===== src/rtl/sba_pkg.sv =====
// Shared types and defaults for the serial-decoder field path (decoder -> capture buffer).
// Latency: n/a (declarations only).
// Backpressure: n/a.
package sba_pkg;

    // Default widths of the decoder field path.
    localparam int DEPTH_DEF   = 16;
    localparam int DATA_W_DEF  = 32;
    localparam int STATE_W_DEF = 5;
    localparam int LEN_W_DEF   = 6;
    localparam int TS_W_DEF    = 16;

    // Dropped-record counter saturates here instead of wrapping.
    localparam logic [15:0] DROP_CNT_MAX = 16'hFFFF;

    // One decoded field record as stored in and read from the capture buffer.
    typedef struct packed {
        logic [STATE_W_DEF-1:0] state;
        logic [LEN_W_DEF-1:0]   len;
        logic [DATA_W_DEF-1:0]  data;
        logic [TS_W_DEF-1:0]    ts;
        logic                   frame_end;
        logic                   gap;
    } field_rec_t;

    localparam int FIELD_REC_W = $bits(field_rec_t);

endpackage


===== src/rtl/sba_sync_fifo.sv =====
// Generic single-clock first-word-fall-through FIFO with explicit level tracking.
// Latency: a word written at edge N is visible on rd_data_o after edge N; no empty bypass.
// Backpressure: push is ignored when full unless a pop happens in the same cycle; pop ignored when empty.
module sba_sync_fifo
    import sba_pkg::*;
#(
    parameter int WIDTH = FIELD_REC_W,
    parameter int DEPTH = DEPTH_DEF
) (
    input  logic                     clk,
    input  logic                     rst,
    input  logic                     push_i,
    input  logic [WIDTH-1:0]         wr_data_i,
    input  logic                     pop_i,
    output logic [WIDTH-1:0]         rd_data_o,
    output logic [$clog2(DEPTH):0]   level_o,
    output logic                     full_o,
    output logic                     empty_o
);

    localparam int AW    = $clog2(DEPTH);
    localparam int LVL_W = AW + 1;

    logic [WIDTH-1:0] mem_q [DEPTH];
    logic [AW-1:0]    wr_ptr_q, wr_ptr_d;
    logic [AW-1:0]    rd_ptr_q, rd_ptr_d;
    logic [LVL_W-1:0] level_q, level_d;
    logic             do_push, do_pop;

    assign empty_o   = (level_q == '0);
    assign full_o    = (level_q == LVL_W'(DEPTH));
    assign level_o   = level_q;
    assign rd_data_o = mem_q[rd_ptr_q];

    // A pop frees the head slot in the same edge, so a full FIFO can still accept a push.
    assign do_pop  = pop_i && !empty_o;
    assign do_push = push_i && (!full_o || do_pop);

    // Next pointers and level; pointers are power-of-two wide and wrap on their own.
    always_comb begin
        wr_ptr_d = wr_ptr_q;
        rd_ptr_d = rd_ptr_q;
        level_d  = level_q;
        if (do_push) begin
            wr_ptr_d = wr_ptr_q + AW'(1);
        end
        if (do_pop) begin
            rd_ptr_d = rd_ptr_q + AW'(1);
        end
        case ({do_push, do_pop})
            2'b10:   level_d = level_q + LVL_W'(1);
            2'b01:   level_d = level_q - LVL_W'(1);
            default: level_d = level_q;
        endcase
    end

    // Pointer and level state; reset empties the FIFO, stored words become stale.
    always_ff @(posedge clk or posedge rst) begin
        if (rst) begin
            wr_ptr_q <= '0;
            rd_ptr_q <= '0;
            level_q  <= '0;
        end else begin
            wr_ptr_q <= wr_ptr_d;
            rd_ptr_q <= rd_ptr_d;
            level_q  <= level_d;
        end
    end

    // Storage array; contents need no reset because level gates visibility.
    always_ff @(posedge clk) begin
        if (do_push) begin
            mem_q[wr_ptr_q] <= wr_data_i;
        end
    end

endmodule


===== src/rtl/field_capture_buffer.sv =====
// Timestamps decoded field records, clips/masks them and buffers them for host readout.
// Latency: record accepted at edge N is at the head (out_valid=1) after edge N if the buffer was empty.
// Backpressure: none upstream; when full without a pop the record is dropped, counted and flagged as a gap.
module field_capture_buffer
    import sba_pkg::*;
#(
    parameter int DEPTH   = DEPTH_DEF,
    parameter int DATA_W  = DATA_W_DEF,
    parameter int STATE_W = STATE_W_DEF,
    parameter int LEN_W   = LEN_W_DEF,
    parameter int TS_W    = TS_W_DEF
) (
    input  logic                    clk,
    input  logic                    rst,
    input  logic                    in_valid,
    input  logic [STATE_W-1:0]      in_state,
    input  logic [LEN_W-1:0]        in_len,
    input  logic [DATA_W-1:0]       in_data,
    input  logic                    in_frame_end,
    output logic                    out_valid,
    input  logic                    out_ready,
    output logic [STATE_W-1:0]      out_state,
    output logic [LEN_W-1:0]        out_len,
    output logic [DATA_W-1:0]       out_data,
    output logic [TS_W-1:0]         out_ts,
    output logic                    out_frame_end,
    output logic                    out_gap,
    output logic [$clog2(DEPTH):0]  level,
    output logic                    full,
    output logic [15:0]             drop_cnt
);

    // Same layout as field_rec_t, but sized by this instance's parameters.
    typedef struct packed {
        logic [STATE_W-1:0] state;
        logic [LEN_W-1:0]   len;
        logic [DATA_W-1:0]  data;
        logic [TS_W-1:0]    ts;
        logic               frame_end;
        logic               gap;
    } rec_t;

    localparam int REC_W = $bits(rec_t);

    logic [TS_W-1:0]   ts_q, ts_d;
    logic [15:0]       drop_cnt_q, drop_cnt_d;
    logic              gap_pending_q, gap_pending_d;
    logic              fifo_full, fifo_empty;
    logic              push, pop, drop;
    logic [LEN_W-1:0]  len_clip;
    logic [DATA_W-1:0] data_mask;
    rec_t              wr_rec;
    rec_t              rd_rec;

    assign pop  = !fifo_empty && out_ready;
    assign push = in_valid && (!fifo_full || pop);
    assign drop = in_valid && fifo_full && !pop;

    // Clip the length to the data width and zero every bit at or above it.
    always_comb begin
        len_clip  = (in_len > LEN_W'(DATA_W)) ? LEN_W'(DATA_W) : in_len;
        data_mask = '0;
        for (int i = 0; i < DATA_W; i++) begin
            data_mask[i] = in_data[i] && (LEN_W'(i) < len_clip);
        end
    end

    // Pack the record, carrying any pending gap into the next stored entry.
    always_comb begin
        wr_rec           = '0;
        wr_rec.state     = in_state;
        wr_rec.len       = len_clip;
        wr_rec.data      = data_mask;
        wr_rec.ts        = ts_q;
        wr_rec.frame_end = in_frame_end;
        wr_rec.gap       = gap_pending_q;
    end

    // Free-running timestamp, saturating drop counter and gap bookkeeping.
    always_comb begin
        ts_d          = ts_q + TS_W'(1);
        drop_cnt_d    = drop_cnt_q;
        gap_pending_d = gap_pending_q;
        if (drop) begin
            gap_pending_d = 1'b1;
            if (drop_cnt_q != DROP_CNT_MAX) begin
                drop_cnt_d = drop_cnt_q + 16'd1;
            end
        end else if (push) begin
            gap_pending_d = 1'b0;
        end
    end

    // Control state; reset restarts the timestamp and forgets any pending gap.
    always_ff @(posedge clk or posedge rst) begin
        if (rst) begin
            ts_q          <= '0;
            drop_cnt_q    <= '0;
            gap_pending_q <= 1'b0;
        end else begin
            ts_q          <= ts_d;
            drop_cnt_q    <= drop_cnt_d;
            gap_pending_q <= gap_pending_d;
        end
    end

    sba_sync_fifo #(
        .WIDTH (REC_W),
        .DEPTH (DEPTH)
    ) u_fifo (
        .clk       (clk),
        .rst       (rst),
        .push_i    (push),
        .wr_data_i (wr_rec),
        .pop_i     (pop),
        .rd_data_o (rd_rec),
        .level_o   (level),
        .full_o    (fifo_full),
        .empty_o   (fifo_empty)
    );

    assign out_valid     = !fifo_empty;
    assign out_state     = rd_rec.state;
    assign out_len       = rd_rec.len;
    assign out_data      = rd_rec.data;
    assign out_ts        = rd_rec.ts;
    assign out_frame_end = rd_rec.frame_end;
    // Gated so a stale array word never reports a gap on an empty buffer.
    assign out_gap       = rd_rec.gap && !fifo_empty;
    assign full          = fifo_full;
    assign drop_cnt      = drop_cnt_q;

endmodule

===== config.mk =====
export PLATFORM = sky130hd
export DESIGN_NAME = field_capture_buffer
export DESIGN_NICKNAME = d
export VERILOG_FILES = /design/src/rtl/sba_pkg.sv /design/src/rtl/sba_sync_fifo.sv /design/src/rtl/field_capture_buffer.sv
export SDC_FILE = /design/constraint.sdc
export NUM_CORES = 1
export LEC_CHECK = 0
export CAP_MARGIN = 10
export CORE_UTILIZATION = 36
export CTS_CLUSTER_SIZE = 14
export DETAILED_ROUTE_END_ITERATION = 7
export PLACE_DENSITY = 0.5
export SETUP_SLACK_MARGIN = 0.15
export SLEW_MARGIN = 20
export SYNTH_ARGS = -nofsm -noshare
export SYNTH_HDL_FRONTEND = slang
export SYNTH_SLANG_ARGS = --single-unit

===== constraint.sdc =====
create_clock -name clk -period 14.6 [get_ports clk]
set_clock_uncertainty 0.1 [all_clocks]
set_input_delay 1.46 -clock clk [delete_from_list [all_inputs] [get_ports clk]]
set_output_delay 1.46 -clock clk [all_outputs]
set_load 0.05 [all_outputs]

==> results of run 1 <==
worst max-delay path, stage by stage (launching register included):
cell             delay [ps]
dfrtp_4                1030
buf_4                   900
buf_4                   870
mux4_2                  430
mux4_2                  570
clkdlybuf4s50_1         750
path summary, 6_finish.rpt:
check                           depth (start not counted)  slack (ps)              endpoint                from
worst max-delay path                                    5        7750             out_ts[5]  u_fifo.rd_ptr_q[1]
worst min-delay path                                    1         400           drop_cnt[9]         drop_cnt[9]
worst max register to register                          7       10830  u_fifo.mem_q[15][49]   u_fifo.level_o[2]
worst min register to register                          1         400           drop_cnt[9]         drop_cnt[9]
max in group asynchronous                               3       12720    u_fifo.rd_ptr_q[2]                 rst
min in group asynchronous                               3        1180               ts_q[2]                 rst
metal layers:
layer,wire length [µm],global-route usage,vias to the layer above
met5,0,0,-
met4,1832,0.04118,0
met3,3968,0.02680,134
li1,-,-,7513
met1,41370,0.2404,9817
met2,46610,0.2820,429
flip-flops by register name, indices dropped and copies added, names as in the netlist:
signal and cells:
u_fifo.level_o 5, gap_pending_q 1, u_fifo.rd_ptr_q 4, u_fifo.mem_q 976, ts_q 16, drop_cnt 16, u_fifo.wr_ptr_q 4
final cells by class:
type,instances,area (µm²)
Timing Repair Buffer,185,1728
Sequential cell,1022,30470
Clock inverter,59,646.9
Inverter,11,41.29
Fill cell,9266,62630
Clock buffer,141,2929
Multi-Input combinational cell,544,8635
Tap cell,1414,1769
through the flow:
stage	worst slack [ps]	std cells	total power, mW
2_1_floorplan	7791	1662	5.913
4_1_cts	7556	3376	9.665
6_report	7754	3376	9.497
3_3_place_gp	8296	3176	6.874
3_5_place_dp	8326	3176	6.893
5_1_grt	7499	3376	9.884
cell usage after synthesis (5+ instances only):
library cell	count
nand4_1	7
mux4_1	28
buf_6	9
o21a_1	8
buf_1	11
mux2_2	5
nand3_1	16
nor3_1	7
a21boi_0	14
xor2_1	14
nand2b_1	7
nor2b_1	16
dfrtp_1	46
nand2_1	27
nor2_1	33
edfxtp_1	976
inv_1	11
and2_1	5
buf_4	18
ha_1	11
xnor2_1	22
clkbuf_1	45
mux4_2	277
a21oi_1	9
o21ai_0	13
and3_1	6
power by group through the flow:
| stage | Clock, mW | Sequential, mW | Combinational, mW |
|---|---|---|---|
| 4_1_cts | 2.82 | 3.76 | 3.08 |
| 3_3_place_gp | 0 | 3.81 | 3.07 |
| 3_5_place_dp | 0 | 3.82 | 3.07 |
| 2_1_floorplan | 0 | 3.68 | 2.23 |
| 6_report | 2.75 | 3.75 | 3.00 |
| 5_1_grt | 2.93 | 3.79 | 3.17 |
kinds of logic after synthesis:
family	after synthesis
AOI/OAI and AO/OA	56
muxes	310
xor gates and xnor gates	36
adders and majority gates	11
and+or+nand+nor	131
DFF	1022
buffers and inverters	96
==> flow_summary_export.csv, run 1 <==
group,metric,value,unit
synthesis,ys_seq_area_frac,0.7713,
cts,path_clk_slew,60,ps
synthesis,synth.area.top_cells,"edfxtp_1 (74%), mux4_2 (16%), dfrtp_1 (2.9%)",
global_route,grt_pass1_vias,19290,
finish,diodes,0,
pwr,p_sw,3.084,mW
pwr,p_leak,14.54,nW
pwr,power.internal,6.412,mW
floorplanning,std_cell_rows,121,
cts,cts_resized,0,
route,drt-total-wl,93.78,mm
route,remaining_drc_errors,0,
synthesis,ys_ff_latch,1022,
global_route,grt_antenna_before_repair,4,
critical_path,crit_path_end_kind,"output port",
cts,root_buffer,"clkbuf_16",
synthesis,yosys_warnings,0,
pwr,p_sw_frac,0.3248,
critical_path,critPathKind,"flip-flop to output port",
sta,rsz0062_at_grt,"no",
route,drtAntennaViolNets,0,
cts,holdBufCountCts,0,
pwr,power_density,205.5,nW/µm²
finish,finish.utilization,0.4246,
synthesis,ys.flop_type,"edfxtp_1",
cts,cts_sinks,1022,
route,drt_first_pass_iters,5,
outcome,status,"finished, final reports clean",
floorplanning,io_pins,132,
floorplanning,core_area,108900,µm²
synthesis,synth_top_area_frac,0.7422,
critical_path,path_max_fanout,65,
cts,clockBufferDepth,3,
sta,timing.fmax,0.1461,GHz
min_path,hold_path.class,"flip-flop to flip-flop",
pwr,p_clk_frac,0.290,
cts,clkLatencyLatePin,680,ps
pwr,combPwrFrac,0.316,
synthesis,synth_top_family_by_area,"multiplexers",
critical_path,cp.required,13040,ps
finish,layout-drive-gt1-share,0.2625,
sta,period_share,0.4689,
global_route,grt-ovfl-total,0,
cts,cts_tree,"done",
synthesis,synth-simple-area-share,0.01686,
synthesis,yosysTopAreaCell,"edfxtp_1",
pwr,seqPwrFrac,0.395,
sta,finalSetupViolations,0,
floorplanning,die_area,111000,µm²
route,dr_total_vias,17890,
synthesis,synth.cell_area,39490,µm²
run,cap_viol_max_count,0,
synthesis,synth_xor_area_frac,0.007984,
floorplanning,dieWidth,333.2,µm
sta,maxSlewViolCount,0,
route,wl_per_cell,27.78,µm
floorplanning,start_util,0.3628,
critical_path,critPathLaunchType,"flip-flop",
sta,hold_ws,403.0,ps
sta,tightest_slew,1097,ps
placed_design,post-dp-hpwl,47.80,mm
sta,period_needed,6846,ps
finish,syn2layout_area_growth,17.05,%
global_route,grt_use_total,0.1717,
synthesis,synth_edf_count,976,
placed_design,placed_area,42640,µm²
synthesis,synth_cell_types,40,
synthesis,synth_mux_area_frac,0.1780,
finish,fin_nets,1932,
sta,relSlewSlack,0.2688,
sta,finalHoldViolations,0,
critical_path,arrival,5290,ps
placed_design,place_congestion,0.7193,
finish,most-common-layout-cells,"edfxtp_1 (976), mux4_2 (277), clkdlybuf4s50_1 (130)",
finish,postLayoutCellArea,46220,µm²
global_route,grt_max_degree,116,
cts,postCtsSetupRepairBufs,0,
synthesis,synth_compound_area_frac,0.009347,
cts,h-tree-depth,3,
cts,cts_inserted_buffers,109,
route,drt_iter0_drc,1489,
synthesis,synth_fa_ha_area_frac,0.003485,
floorplanning,fp.dieH,333.2,µm
synthesis,syn-instance-count,1662,
synthesis,synthArstFlopShare,0.04501,
synthesis,avgSynthCellArea,23.76,µm²
synthesis,synth_nets,1721,
pwr,ir_drop,159.3,µV
finish,final_common_cell,"edfxtp_1",
placed_design,place.port_buffers,131,
route,vias_per_cell,5.300,
global_route,grt_first_pass_wirelength,137.2,mm
sta,fin_setup_tns,0,ps
Note: power is estimated with default switching activity, not from simulation.
==> run 2: changes to the inputs <==
==> constraint.sdc (replaced) <==
create_clock -name clk -period 6.3 [get_ports clk]
set_clock_uncertainty 0.1 [all_clocks]
set_input_delay 0.63 -clock clk [delete_from_list [all_inputs] [get_ports clk]]
set_output_delay 0.63 -clock clk [all_outputs]
set_load 0.05 [all_outputs]
==> flow_summary_export.csv, run 2 (synthesized netlist as in run 1, its figures left out) <==
group,metric,value,unit
pwr,power_density,471.1,nW/µm²
sta,relSlewSlack,0.3314,
critical_path,critPathLaunchType,"flip-flop",
floorplanning,die_area,111000,µm²
global_route,grt_max_degree,87,
global_route,grt_use_total,0.1701,
pwr,ir_drop,269.2,µV
critical_path,critPathSlowestCell,"dfrtp_4",
sta,timing.fmax,0.2056,GHz
pwr,power.internal,14.70,mW
global_route,grt_antenna_before_repair,5,
route,drt_first_pass_iters,5,
placed_design,post-dp-hpwl,46.51,mm
route,wl_per_cell,27.65,µm
route,drt-total-wl,93.40,mm
placed_design,place_congestion,0.7193,
finish,fin_nets,1934,
critical_path,arrival,4130,ps
route,dr_wl_met3,4.282,mm
floorplanning,start_util,0.3628,
finish,largest_reg_flops,976,
run,cap_viol_max_count,0,
sta,period_needed,4864,ps
cts,h-tree-depth,3,
floorplanning,io_pins,132,
critical_path,cp.required,5570,ps
pwr,combPwrFrac,0.325,
finish,postLayoutCellArea,46290,µm²
placed_design,placed_area,42850,µm²
route,drtAntennaViolNets,0,
cts,cts_inserted_buffers,109,
finish,largest-register,"u_fifo.mem_q",
critical_path,path_max_fanout,53,
critical_path,critPathKind,"flip-flop to output port",
sta,finalHoldViolations,0,
min_path,hold_path.class,"primary input to async pin",
route,highest_layer,"met4",
sta,rsz0062_at_grt,"no",
floorplanning,core_area,108900,µm²
pwr,p_sw,7.106,mW
cts,holdBufCountCts,0,
floorplanning,dieWidth,333.2,µm
global_route,grt_pass1_vias,19340,
finish,layout-drive-gt1-share,0.2615,
route,drt_iter0_drc,1452,
route,dr_total_vias,17970,
sta,maxSlewViolCount,0,
pwr,p_sw_frac,0.3259,
cts,clockBufferDepth,3,
cts,clkLatencyLatePin,670,ps
global_route,grt_first_pass_wirelength,135.8,mm
sta,fin_setup_tns,0,ps
finish,finish.utilization,0.4252,
global_route,grt-ovfl-total,0,
cts,postCtsSetupRepairBufs,0,
finish,final_common_cell,"edfxtp_1",
route,remaining_drc_errors,0,
sta,period_share,0.7720,
route,vias_per_cell,5.321,
critical_path,crit_path_end_kind,"output port",
cts,root_buffer,"clkbuf_16",
outcome,status,"finished, final reports clean",
finish,most-common-layout-cells,"edfxtp_1 (976), mux4_2 (277), clkdlybuf4s50_1 (130)",
cts,path_clk_slew,60,ps
pwr,p_clk_frac,0.279,
placed_design,place.port_buffers,131,
pwr,p_leak,14.55,nW
route,met1_length,42.34,mm
floorplanning,fp.dieH,333.2,µm
critical_path,worstPathCellList,"buf_12 -> mux4_1 -> mux4_2 -> clkdlybuf4s50_1",
cts,cts_tree,"done",
sta,tightest_slew,1003,ps
critical_path,cp_slowest_stage_delay,1050,ps
floorplanning,std_cell_rows,121,
sta,finalSetupViolations,0,
route,wl_met2,45.10,mm
pwr,seqPwrFrac,0.396,
finish,syn2layout_area_growth,17.21,%
cts,cts_sinks,1022,
cts,cts_resized,0,
run 2: cell count changes in the layout (fill, tap and decap cells not counted), moves of 3 or more:
cell / previous run / this run
buf_12: 1 / 15
buf_4: 52 / 41
bufinv_16: 12 / 4
clkbuf_16: 110 / 113
clkbuf_8: 6 / 10
nor3_2: 4 / 0
nor3_4: 0 / 4
run 2: path summary, 6_finish.rpt:
path / cells past startpoint / to / slack (ps) / start
min in group clk: 1 / drop_cnt[9] / 400 / drop_cnt[9]
hold / removal: 2 / drop_cnt[4] / 330 / rst
hold reg to reg: 1 / drop_cnt[9] / 400 / drop_cnt[9]
setup / recovery: 4 / out_ts[15] / 1440 / u_fifo.rd_ptr_q[0]
max in group asynchronous: 2 / u_fifo.rd_ptr_q[0] / 5110 / rst
setup reg to reg: 6 / u_fifo.mem_q[5][49] / 3130 / u_fifo.level_o[2]
run 2: through the flow:
stage | cells | total power [mW] | setup WS, ps | hold WS (ps)
2_1_floorplan | 1662 | 13.70 | 1443 | 474.2
3_3_place_gp | 3177 | 15.99 | 2041 | 388.7
3_5_place_dp | 3178 | 16.03 | 2026 | 391.0
4_1_cts | 3376 | 22.17 | 1297 | 406.7
5_1_grt | 3376 | 22.69 | 1220 | 400.4
6_report | 3378 | 21.81 | 1436 | 332.6
run 2: worst max-delay path, delay by kind of cell, from the launching register on:
kind / cells / cell delay (ps)
buffers and inverters: 2 / 1210
multiplexers: 2 / 1160
flip-flops: 1 / 1050
run 2: area by class of cell:
cell class	instances	area [µm²]
fillers	9326	62570
flip-flops and latches	1022	30470
multi-input cells	544	8661
clock buffers	149	3063
repair buffers	187	1914
well taps	1414	1769
clock inverters	49	359.1
inverters	11	42.54
diodes	2	5.005
run 2: power groups by stage:
stage	sequential [mW]	combinational, mW	clock (mW)
2_1_floorplan	8.52	5.18	0
3_3_place_gp	8.77	7.22	0
3_5_place_dp	8.80	7.23	0
4_1_cts	8.66	7.25	6.26
5_1_grt	8.72	7.46	6.51
6_report	8.64	7.08	6.09
run 2: metal layers:
metal / vias to the layer above / track usage
li1: 7542 / -
met2: 460 / 0.2718
met3: 109 / 0.02489
met4: 0 / 0.04353
met5: - / 0
met1: 9862 / 0.2450
